==> config.mk <==
export PLATFORM = sky130hd
export DESIGN_NAME = pitch_cal_seq
export DESIGN_NICKNAME = d
export VERILOG_FILES = /design/src/rtl/pitch_cal_seq.sv
export SDC_FILE = /design/constraint.sdc
export NUM_CORES = 1
export LEC_CHECK = 0
export BUFFER_PORTS_ARGS = -buffer_cell sky130_fd_sc_hd__buf_2
export CAP_MARGIN = 20
export CORE_UTILIZATION = 45
export CTS_BUF_LIST = sky130_fd_sc_hd__clkbuf_16
export CTS_CLUSTER_DIAMETER = 80
export DETAILED_ROUTE_END_ITERATION = 7
export PLACE_DENSITY = 0.65
export SLEW_MARGIN = 40
export SYNTH_ARGS = -nofsm -noshare
export SYNTH_HDL_FRONTEND = slang
export SYNTH_SLANG_ARGS = --single-unit
==> constraint.sdc <==
create_clock -name clk_i -period 4.7 [get_ports clk_i]
set_clock_uncertainty 0.2 [all_clocks]
set_input_delay 0.235 -clock clk_i [delete_from_list [all_inputs] [get_ports clk_i]]
set_output_delay 0.235 -clock clk_i [all_outputs]
set_load 0.05 [all_outputs]
==> src/rtl/pitch_cal_seq.sv <==
// Pitch-side DPLL calibration sequencer: flush LPF, settle, average 2^AVG_SHR LPF samples.
// Build option PITCH_CAL_ROUND_EN: round the average half-up (saturating) instead of truncating.
module pitch_cal_seq #(
  parameter int unsigned DATA_W   = 32,
  parameter int unsigned DIV_W    = 12,
  parameter int unsigned SETTLE_W = 16,
  parameter int unsigned AVG_SHR  = 4
) (
  input  logic                clk_i,
  input  logic                rst_n_i,
  input  logic                start_i,
  input  logic                abort_i,
  input  logic [DIV_W-1:0]    div_i,
  input  logic [SETTLE_W-1:0] settle_i,
  input  logic [DATA_W-1:0]   lpf_i,
  output logic                lpf_ltch_o,
  output logic                lpf_en_o,
  output logic                busy_o,
  output logic                done_o,
  output logic [DATA_W-1:0]   cal_o,
  output logic                cal_vld_o
);

  localparam int unsigned AccW = DATA_W + AVG_SHR;

  typedef enum logic [2:0] {StIdle, StFlush, StSettle, StAcc, StDone} state_e;

  state_e              state_q, state_d;
  logic [DIV_W-1:0]    cnt_q, cnt_d, per_q, per_d;
  logic                ltch_q, ltch_d;
  logic [SETTLE_W-1:0] set_q, set_d;
  logic [AccW-1:0]     acc_q, acc_d, sum;
  logic [AVG_SHR-1:0]  n_q, n_d;
  logic                smp_q, smp_d;
  logic [DATA_W-1:0]   cal_q, cal_d, avg;
  logic                vld_q, vld_d;

  // Period is reloaded only at wrap; strobe is registered so it is low during reset.
  always_comb begin
    if (cnt_q == per_q) begin
      cnt_d = '0;
      per_d = div_i;
    end else begin
      cnt_d = cnt_q + 1'b1;
      per_d = per_q;
    end
    ltch_d = (cnt_d == per_d);
  end

  assign sum = acc_q + AccW'(lpf_i);

`ifdef PITCH_CAL_ROUND_EN
  localparam logic [AccW:0] Half = (AccW + 1)'(1) << (AVG_SHR - 1);
  logic [AccW:0] rnd;
  always_comb begin
    rnd = ({1'b0, sum} + Half) >> AVG_SHR;
    avg = (rnd[AccW:DATA_W] != '0) ? '1 : rnd[DATA_W-1:0];
  end
`else
  assign avg = DATA_W'(sum >> AVG_SHR);
`endif

  always_comb begin
    state_d  = state_q;
    set_d    = set_q;
    acc_d    = acc_q;
    n_d      = n_q;
    smp_d    = 1'b0;
    cal_d    = cal_q;
    vld_d    = vld_q;
    lpf_en_o = 1'b1;
    busy_o   = 1'b1;
    done_o   = 1'b0;
    unique case (state_q)
      StIdle: begin
        busy_o = 1'b0;
        if (start_i && !abort_i) state_d = StFlush;
      end
      StFlush: begin
        lpf_en_o = 1'b0;
        if (ltch_q) begin
          set_d   = settle_i;
          acc_d   = '0;
          n_d     = '0;
          state_d = (settle_i == '0) ? StAcc : StSettle;
        end
      end
      StSettle: begin
        if (ltch_q) begin
          set_d = set_q - 1'b1;
          if (set_q == SETTLE_W'(1)) state_d = StAcc;
        end
      end
      StAcc: begin
        // DPLL output lags its latch strobe by one clock.
        if (smp_q) begin
          acc_d = sum;
          n_d   = n_q + 1'b1;
          if (n_q == '1) begin
            state_d = StDone;
            cal_d   = avg;
            vld_d   = 1'b1;
          end
        end
        smp_d = ltch_q && (state_d == StAcc);
      end
      StDone: begin
        done_o  = 1'b1;
        state_d = StIdle;
      end
      default: state_d = StIdle;
    endcase
    if (abort_i && (state_q != StIdle)) begin
      state_d = StIdle;
      smp_d   = 1'b0;
      cal_d   = cal_q;
      vld_d   = vld_q;
    end
  end

  always_ff @(posedge clk_i or negedge rst_n_i) begin
    if (!rst_n_i) begin
      state_q <= StIdle;
      cnt_q   <= '0;
      per_q   <= '0;
      ltch_q  <= 1'b0;
      set_q   <= '0;
      acc_q   <= '0;
      n_q     <= '0;
      smp_q   <= 1'b0;
      cal_q   <= '0;
      vld_q   <= 1'b0;
    end else begin
      state_q <= state_d;
      cnt_q   <= cnt_d;
      per_q   <= per_d;
      ltch_q  <= ltch_d;
      set_q   <= set_d;
      acc_q   <= acc_d;
      n_q     <= n_d;
      smp_q   <= smp_d;
      cal_q   <= cal_d;
      vld_q   <= vld_d;
    end
  end

  assign lpf_ltch_o = ltch_q;
  assign cal_o      = cal_q;
  assign cal_vld_o  = vld_q;

endmodule
==> metrics.txt, run 1 <==
# TYPE chip_impl_metric gauge
chip_impl_metric{name="flip_flop_and_latch_count_after_synthesis",unit=""} 118
chip_impl_metric{name="grtUsageMet2",unit=""} 0.378
chip_impl_metric{name="cts-root-to-sink-buffers",unit=""} 2
chip_impl_metric{name="ys_types",unit=""} 62
chip_impl_metric{name="seq_area",unit="mm^2"} 0.00295
chip_impl_info{name="worstHoldPathType",value="input pin to flop"} 1
chip_impl_metric{name="numPortBuffers",unit=""} 100
chip_impl_metric{name="timing.critical_path.required",unit="ns"} 4.83
chip_impl_metric{name="cts.clk_slew.worst_paths",unit="ns"} 0.06
chip_impl_metric{name="synth.top_cell.area_share",unit=""} 0.424
chip_impl_metric{name="use_met1",unit=""} 0.294
chip_impl_info{name="synth_area_leaders",value="dfrtp_1 (42%), ha_1 (6.5%), xnor2_1 (4.4%), mux2_2 (4.4%), a21oi_1 (4.0%)"} 1
chip_impl_info{name="cts.root.buffer_cell",value="clkbuf_16"} 1
chip_impl_metric{name="power.leakage",unit="nW"} 4.05
chip_impl_metric{name="post-cts-setup-buffers",unit=""} 0
chip_impl_metric{name="synth_compound_gate_area_share",unit=""} 0.197
chip_impl_info{name="busiest_layer",value="met2"} 1
chip_impl_metric{name="post_detailed_route_drc_marker_count",unit=""} 0
chip_impl_metric{name="hold_violations",unit=""} 0
chip_impl_metric{name="placedCellCount",unit=""} 1006
chip_impl_metric{name="met3_usage",unit=""} 0.0498
chip_impl_metric{name="die_area",unit="mm^2"} 0.0160
chip_impl_metric{name="cp_max_fo",unit=""} 7
chip_impl_metric{name="synth_xor_area_frac",unit=""} 0.0779
chip_impl_metric{name="place_worst_setup_slack",unit="ns"} 1.03
chip_impl_metric{name="finalCritPeriodShare",unit=""} 0.799
chip_impl_metric{name="synth.mux.area_fraction",unit=""} 0.0436
chip_impl_metric{name="yosysWarnings",unit=""} 0
chip_impl_metric{name="postRouteWirelength",unit="um"} 17000
chip_impl_metric{name="synth_async_sr_flop_share",unit=""} 1.00
chip_impl_metric{name="routed_wire_length_per_instance",unit="um"} 16.0
chip_impl_metric{name="totalPowerFinal",unit="mW"} 2.88
chip_impl_metric{name="finalWorstSetupSlack",unit="ns"} 0.945
chip_impl_metric{name="worst_skew_pair.late_latency",unit="ns"} 0.42
chip_impl_info{name="synth_top_area_cell",value="dfrtp_1"} 1
chip_impl_info{name="cts_tree",value="built"} 1
chip_impl_metric{name="drt_pass1_iterations",unit=""} 5
chip_impl_metric{name="layout-drive-gt1-share",unit=""} 0.198
chip_impl_metric{name="core",unit="mm^2"} 0.0151
chip_impl_metric{name="timing.slew.headroom",unit=""} 0.509
chip_impl_metric{name="detail-route-antenna-nets",unit=""} 0
chip_impl_info{name="critPathLaunchType",value="input pin"} 1
chip_impl_metric{name="grt_antenna_before_repair",unit=""} 0
chip_impl_metric{name="number_of_levels_in_the_clock_h_tree",unit=""} 4
chip_impl_metric{name="final_period_minus_worst_setup_slack",unit="ns"} 3.76
chip_impl_metric{name="final-max-slew-violation-count",unit=""} 0
chip_impl_metric{name="post_cts_resize_count",unit=""} 0
chip_impl_metric{name="vdd_ir_drop_max",unit="uV"} 231
chip_impl_metric{name="post_synth_fa_ha_maj_area_fraction",unit=""} 0.0675
chip_impl_metric{name="fillers",unit=""} 1335
chip_impl_metric{name="synth.yosys.seq_area_share",unit=""} 0.424
chip_impl_info{name="final_cell_mix",value="dfrtp_1 (118), buf_2 (99), nand2_1 (71)"} 1
chip_impl_metric{name="fmax",unit="MHz"} 266
chip_impl_metric{name="pin_count",unit=""} 101
chip_impl_metric{name="power.density",unit="mW/mm^2"} 339
chip_impl_metric{name="via_count_of_the_first_global_routing_pass",unit=""} 6044
chip_impl_metric{name="cp_data_arrival_time",unit="ns"} 3.88
chip_impl_metric{name="setup_total_negative_slack",unit="ns"} 0
chip_impl_metric{name="post_cts_hold_buffer_count",unit=""} 29
chip_impl_metric{name="fin_hold_ws",unit="ns"} 0.0290
chip_impl_metric{name="grt_pass1_wl",unit="um"} 28900
chip_impl_metric{name="synth_to_final_area_change",unit="%"} 21.9
chip_impl_info{name="worstSetupEndpointType",value="flop"} 1
chip_impl_metric{name="fp.dieH",unit="um"} 126
chip_impl_metric{name="cts_made_buffers",unit=""} 17
chip_impl_metric{name="cap_viol_max_count",unit=""} 0
chip_impl_metric{name="post_layout_nets",unit=""} 967
chip_impl_metric{name="final_std_cell_area_no_fill",unit="mm^2"} 0.00849
chip_impl_metric{name="synth-simple-area-share",unit=""} 0.161
chip_impl_metric{name="dp_hpwl",unit="um"} 11700
chip_impl_metric{name="grt_max_degree",unit=""} 71
chip_impl_metric{name="synth_nets",unit=""} 850
chip_impl_metric{name="dr.first_iter.drc_count",unit=""} 355
chip_impl_metric{name="final_core_utilization",unit=""} 0.561
chip_impl_metric{name="post_synth_instance_area",unit="mm^2"} 0.00697
chip_impl_metric{name="post_synthesis_cell_count",unit=""} 749
chip_impl_info{name="mostFrequentLayoutCell",value="dfrtp_1"} 1
chip_impl_metric{name="gr-total-overflow",unit=""} 0
chip_impl_metric{name="multi_input_comb_area",unit="mm^2"} 0.00383
chip_impl_metric{name="setup_violations",unit=""} 0
chip_impl_metric{name="post_drt_via_cell_ratio",unit=""} 5.56
chip_impl_metric{name="start_util",unit=""} 0.460
chip_impl_metric{name="actual_slew_at_the_worst_max_slew_pin",unit="ns"} 0.735
chip_impl_metric{name="synth_area_per_cell",unit="um^2"} 9.30
chip_impl_metric{name="antenna_cells_inserted",unit=""} 0
chip_impl_info{name="rsz0062_at_grt",value="no"} 1
chip_impl_metric{name="dr_total_vias",unit=""} 5935
chip_impl_metric{name="die_w",unit="um"} 126
chip_impl_info{name="status",value="complete, no violations"} 1
chip_impl_info{name="main_combinational_cell_family_by_area_after_synthesis",value="compound AO/OA/AOI/OAI gates"} 1
chip_impl_info{name="criticalPathCategory",value="input pin to flop"} 1
chip_impl_metric{name="clock_sink_count",unit=""} 118
chip_impl_metric{name="core.rowCount",unit=""} 45
chip_impl_metric{name="number_of_synthesized_flops_with_an_enable_pin",unit=""} 0
chip_impl_metric{name="routability_driven_placement_congestion_ratio",unit=""} 0.894
chip_impl_metric{name="placed_area",unit="mm^2"} 0.00763
chip_impl_metric{name="grt.total_usage",unit=""} 0.228
chip_impl_info{name="synth-main-ff-cell",value="dfrtp_1"} 1
chip_impl_metric{name="fin_cells",unit=""} 1067
==> metal layers <==
metal | routed length [um] | share of wire
met1 | 7970 | 0.47
met2 | 8110 | 0.48
met3 | 670 | 0.039
met4 | 278 | 0.016
met5 | 0 | 0
==> Yosys cell counts (3+ instances only) <==
library cell and count:
nand2b_1 9, or2_1 3, nand2_1 71, xor2_1 27, o21a_1 6, nor2b_1 6, a21o_1 18, a22oi_1 4
o211ai_1 6, o21ai_1 25, o21bai_1 3, a211oi_1 5, dfrtp_1 118, nor3_1 10, inv_1 15, a22o_1 18
or3_1 6, nor3b_1 4, nor2_1 63, a21oi_1 56, nand4_1 13, nor4_1 12, ha_1 36, o21ai_0 53
and3_1 4, clkbuf_1 34, and2_1 6, mux2_2 27, xnor2_1 35, nand3_1 16
==> path summary, 6_finish.rpt <==
kind	to	startpoint	cells past startpoint	slack, ns
min in group asynchronous	cal_o[8]	rst_n_i	2	0.21
worst max register to register	cal_o[30]	acc_q[0]	12	1.02
max in group asynchronous	n_q[2]	rst_n_i	3	2.97
worst min register to register	cal_o[22]	cal_o[22]	2	0.27
worst min-delay path	set_q[6]	settle_i[6]	4	0.03
worst max-delay path	cal_o[30]	lpf_i[0]	14	0.94
==> registers in the layout (all words and copies together) (netlist names), 3 cells and up <==
name,count
acc_q,36
cal_o,32
set_q,16
cnt_q,12
per_q,12
n_q,4
state_q,3
==> report_power, final <==
group	leakage, nW	total (mW)	internal, mW	switching [mW]
combinational	2.21	0.497	0.204	0.292
clock	0.273	1.25	0.739	0.512
sequential	1.57	1.14	1.06	0.0717
==> worst max-delay path, cell delays in order <==
cell	delay, ns
dlygate4sd3_1	0.53
buf_2	0.10
ha_1	0.16
inv_1	0.06
fa_1	0.39
nand2b_1	0.21
a21oi_2	0.17
a2111oi_1	0.10
o311a_4	0.43
a211o_1	0.30
a31o_1	0.27
o311a_4	0.42
or3_1	0.32
a31oi_1	0.18
==> layout make-up <==
class                           instances  share of cell area
Tap cell                              188              0.0277
Clock inverter                         15              0.0174
Timing Repair Buffer                  135              0.0991
Sequential cell                       118               0.348
Multi-Input combinational cell        578               0.451
Clock buffer                           17              0.0501
Inverter                               16             0.00707
==> kinds of logic after synthesis <==
kind of cell    count (synthesis)
buf+inv                        53
xor+xnor                       62
compound gates                218
mux                            27
flops                         118
simple gates                  234
fa+ha+maj                      37
(Power assumes the default switching activity.)
==> run 2: changes to the inputs <==
PLACE_DENSITY = 0.68   (was 0.65)
clock period = 3.4 ns   (was 4.7 ns; I/O delays follow)
==> run 2 against run 1 <==
Combinational power grew 39%. Clock power grew 58%. Critical path depth is the same. Power grew 47%. Count of clock-buffer cells in the layout is the same. Sequential share of layout area shrank 0.76 points. Critical path type unchanged. Highest routed layer unchanged.
==> metrics.txt, run 2 (synthesis results as in run 1) <==
# TYPE chip_impl_metric gauge
chip_impl_info{name="status",value="complete, no violations"} 1
chip_impl_metric{name="die_w",unit="um"} 126
chip_impl_metric{name="dr.first_iter.drc_count",unit=""} 363
chip_impl_metric{name="grt_antenna_before_repair",unit=""} 0
chip_impl_info{name="mostFrequentLayoutCell",value="dfrtp_1"} 1
chip_impl_metric{name="setup_total_negative_slack",unit="ns"} 0
chip_impl_metric{name="final_core_utilization",unit=""} 0.573
chip_impl_info{name="criticalPathCategory",value="input pin to flop"} 1
chip_impl_metric{name="numPortBuffers",unit=""} 100
chip_impl_metric{name="fp.dieH",unit="um"} 126
chip_impl_metric{name="setup_violations",unit=""} 0
chip_impl_metric{name="via_count_of_the_first_global_routing_pass",unit=""} 5777
chip_impl_info{name="worstSetupEndpointType",value="flop"} 1
chip_impl_info{name="worstHoldPathType",value="input pin to flop"} 1
chip_impl_metric{name="drt_pass1_iterations",unit=""} 7
chip_impl_metric{name="start_util",unit=""} 0.460
chip_impl_metric{name="post_layout_nets",unit=""} 977
chip_impl_metric{name="power.leakage",unit="nW"} 4.15
chip_impl_info{name="final_cell_mix",value="dfrtp_1 (118), buf_2 (99), nand2_1 (71)"} 1
chip_impl_metric{name="power.density",unit="mW/mm^2"} 487
chip_impl_metric{name="cp_data_arrival_time",unit="ns"} 3.44
chip_impl_info{name="critPathLaunchType",value="input pin"} 1
chip_impl_metric{name="dp_hpwl",unit="um"} 11100
chip_impl_metric{name="timing.slew.headroom",unit=""} 0.543
chip_impl_metric{name="grt_pass1_wl",unit="um"} 28100
chip_impl_metric{name="gr-total-overflow",unit=""} 0
chip_impl_metric{name="vdd_ir_drop_max",unit="uV"} 371
chip_impl_metric{name="grt_max_degree",unit=""} 119
chip_impl_metric{name="cap_viol_max_count",unit=""} 0
chip_impl_info{name="cts_tree",value="built"} 1
chip_impl_metric{name="cp_max_fo",unit=""} 3
chip_impl_metric{name="final-max-slew-violation-count",unit=""} 0
chip_impl_metric{name="routed_wire_length_per_instance",unit="um"} 15.5
chip_impl_metric{name="clock_sink_count",unit=""} 118
chip_impl_metric{name="dr_total_vias",unit=""} 6010
chip_impl_metric{name="core",unit="mm^2"} 0.0151
chip_impl_metric{name="postRouteWirelength",unit="um"} 16700
chip_impl_metric{name="cts.clk_slew.worst_paths",unit="ns"} 0.05
chip_impl_metric{name="fin_hold_ws",unit="ns"} 0.0878
chip_impl_metric{name="post_drt_via_cell_ratio",unit=""} 5.59
chip_impl_metric{name="antenna_cells_inserted",unit=""} 0
chip_impl_metric{name="layout-drive-gt1-share",unit=""} 0.203
chip_impl_info{name="regMostFlops",value="acc_q"} 1
chip_impl_metric{name="synth_to_final_area_change",unit="%"} 24.6
chip_impl_metric{name="number_of_flip_flops_in_the_largest_register",unit=""} 36
chip_impl_metric{name="finalCritPeriodShare",unit=""} 0.967
chip_impl_metric{name="post_detailed_route_drc_marker_count",unit=""} 0
chip_impl_metric{name="cts_made_buffers",unit=""} 17
chip_impl_metric{name="actual_slew_at_the_worst_max_slew_pin",unit="ns"} 0.683
chip_impl_info{name="rsz0062_at_grt",value="no"} 1
chip_impl_metric{name="final_period_minus_worst_setup_slack",unit="ns"} 3.29
chip_impl_info{name="cts.root.buffer_cell",value="clkbuf_16"} 1
chip_impl_metric{name="worst_skew_pair.late_latency",unit="ns"} 0.42
chip_impl_metric{name="number_of_levels_in_the_clock_h_tree",unit=""} 4
chip_impl_metric{name="fin_cells",unit=""} 1076
chip_impl_metric{name="grt.total_usage",unit=""} 0.221
chip_impl_metric{name="cts-root-to-sink-buffers",unit=""} 2
chip_impl_metric{name="pin_count",unit=""} 101
chip_impl_metric{name="timing.critical_path.required",unit="ns"} 3.55
chip_impl_metric{name="fmax",unit="MHz"} 304
chip_impl_metric{name="detail-route-antenna-nets",unit=""} 0
chip_impl_metric{name="die_area",unit="mm^2"} 0.0160
chip_impl_metric{name="placedCellCount",unit=""} 1012
chip_impl_metric{name="routability_driven_placement_congestion_ratio",unit=""} 0.845
chip_impl_metric{name="hold_violations",unit=""} 0
chip_impl_metric{name="core.rowCount",unit=""} 45
chip_impl_metric{name="fillers",unit=""} 1354
[run 2: changes by cell type in the layout (fill, tap and decap cells not counted), sizes merged]
cell,change
buf,+8
bufinv,+5
inv,-2
clkinvlp,-2
clkinv,-2
dlygate4sd3,+2
[run 2: report_power, final]
part / internal [mW] / switching (mW) / leakage (nW)
combinational: 0.286 / 0.407 / 2.26
clock: 1.35 / 0.618 / 0.321
sequential: 1.47 / 0.0979 / 1.57
total: 3.11 / 1.12 / 4.15
[run 2: layout make-up]
cell class	count	area (um^2)	area share
Timing Repair Buffer	145	931	0.107
Inverter	16	60.1	0.00692
Multi-Input combinational cell	578	3860	0.445
Clock inverter	14	216	0.0249
Tap cell	188	235	0.0271
Clock buffer	17	425	0.0490
Sequential cell	118	2950	0.340
[run 2: per-layer routing]
metal	GRT usage	routed length [um]
met1	0.298	7920
met2	0.356	7890
met3	0.0477	652
met4	0.0695	259
met5	0	0
[run 2: metrics by stage]
step | setup WS, ns | power (mW) | cell area (um^2)
finish | 0.113 | 4.23 | 8680
detailed placement | -0.0808 | 2.24 | 7680
floorplan | 0.0504 | 2.06 | 6970
global placement | -0.0102 | 2.23 | 7680
CTS | 0.00473 | 4.27 | 8670
global route | 0.000835 | 4.42 | 8680
[run 2: final timing paths]
path                              to  startpoint  cells past startpoint  slack [ns]
max reg2reg                acc_q[34]    acc_q[0]                     12        0.12
max in group asynchronous  cal_o[11]     rst_n_i                      3        2.32
min                         acc_q[1]    lpf_i[1]                      4        0.09
max                        acc_q[34]    lpf_i[0]                     14        0.11
min reg2reg                 cal_o[2]    cal_o[2]                      2        0.27
min in group asynchronous   set_q[8]     rst_n_i                      3        0.17
[run 2: what timing repair did]
item                       CTS  global route
hold buffers                31             0
resized for setup            6             0
hold endpoints to repair   151             0
setup endpoints to repair    3             6
pin swaps                    8             5
buffers inserted             1             1
[run 2: worst max-delay path, stage by stage]
cell	delay [ns]
dlygate4sd3_1	0.52
buf_2	0.10
ha_2	0.16
inv_1	0.05
fa_2	0.35
nand2b_4	0.17
a21oi_4	0.15
a2111oi_4	0.06
o311a_4	0.32
a211o_1	0.29
a31o_1	0.24
o311a_4	0.38
or4_1	0.40
nand3_1	0.09
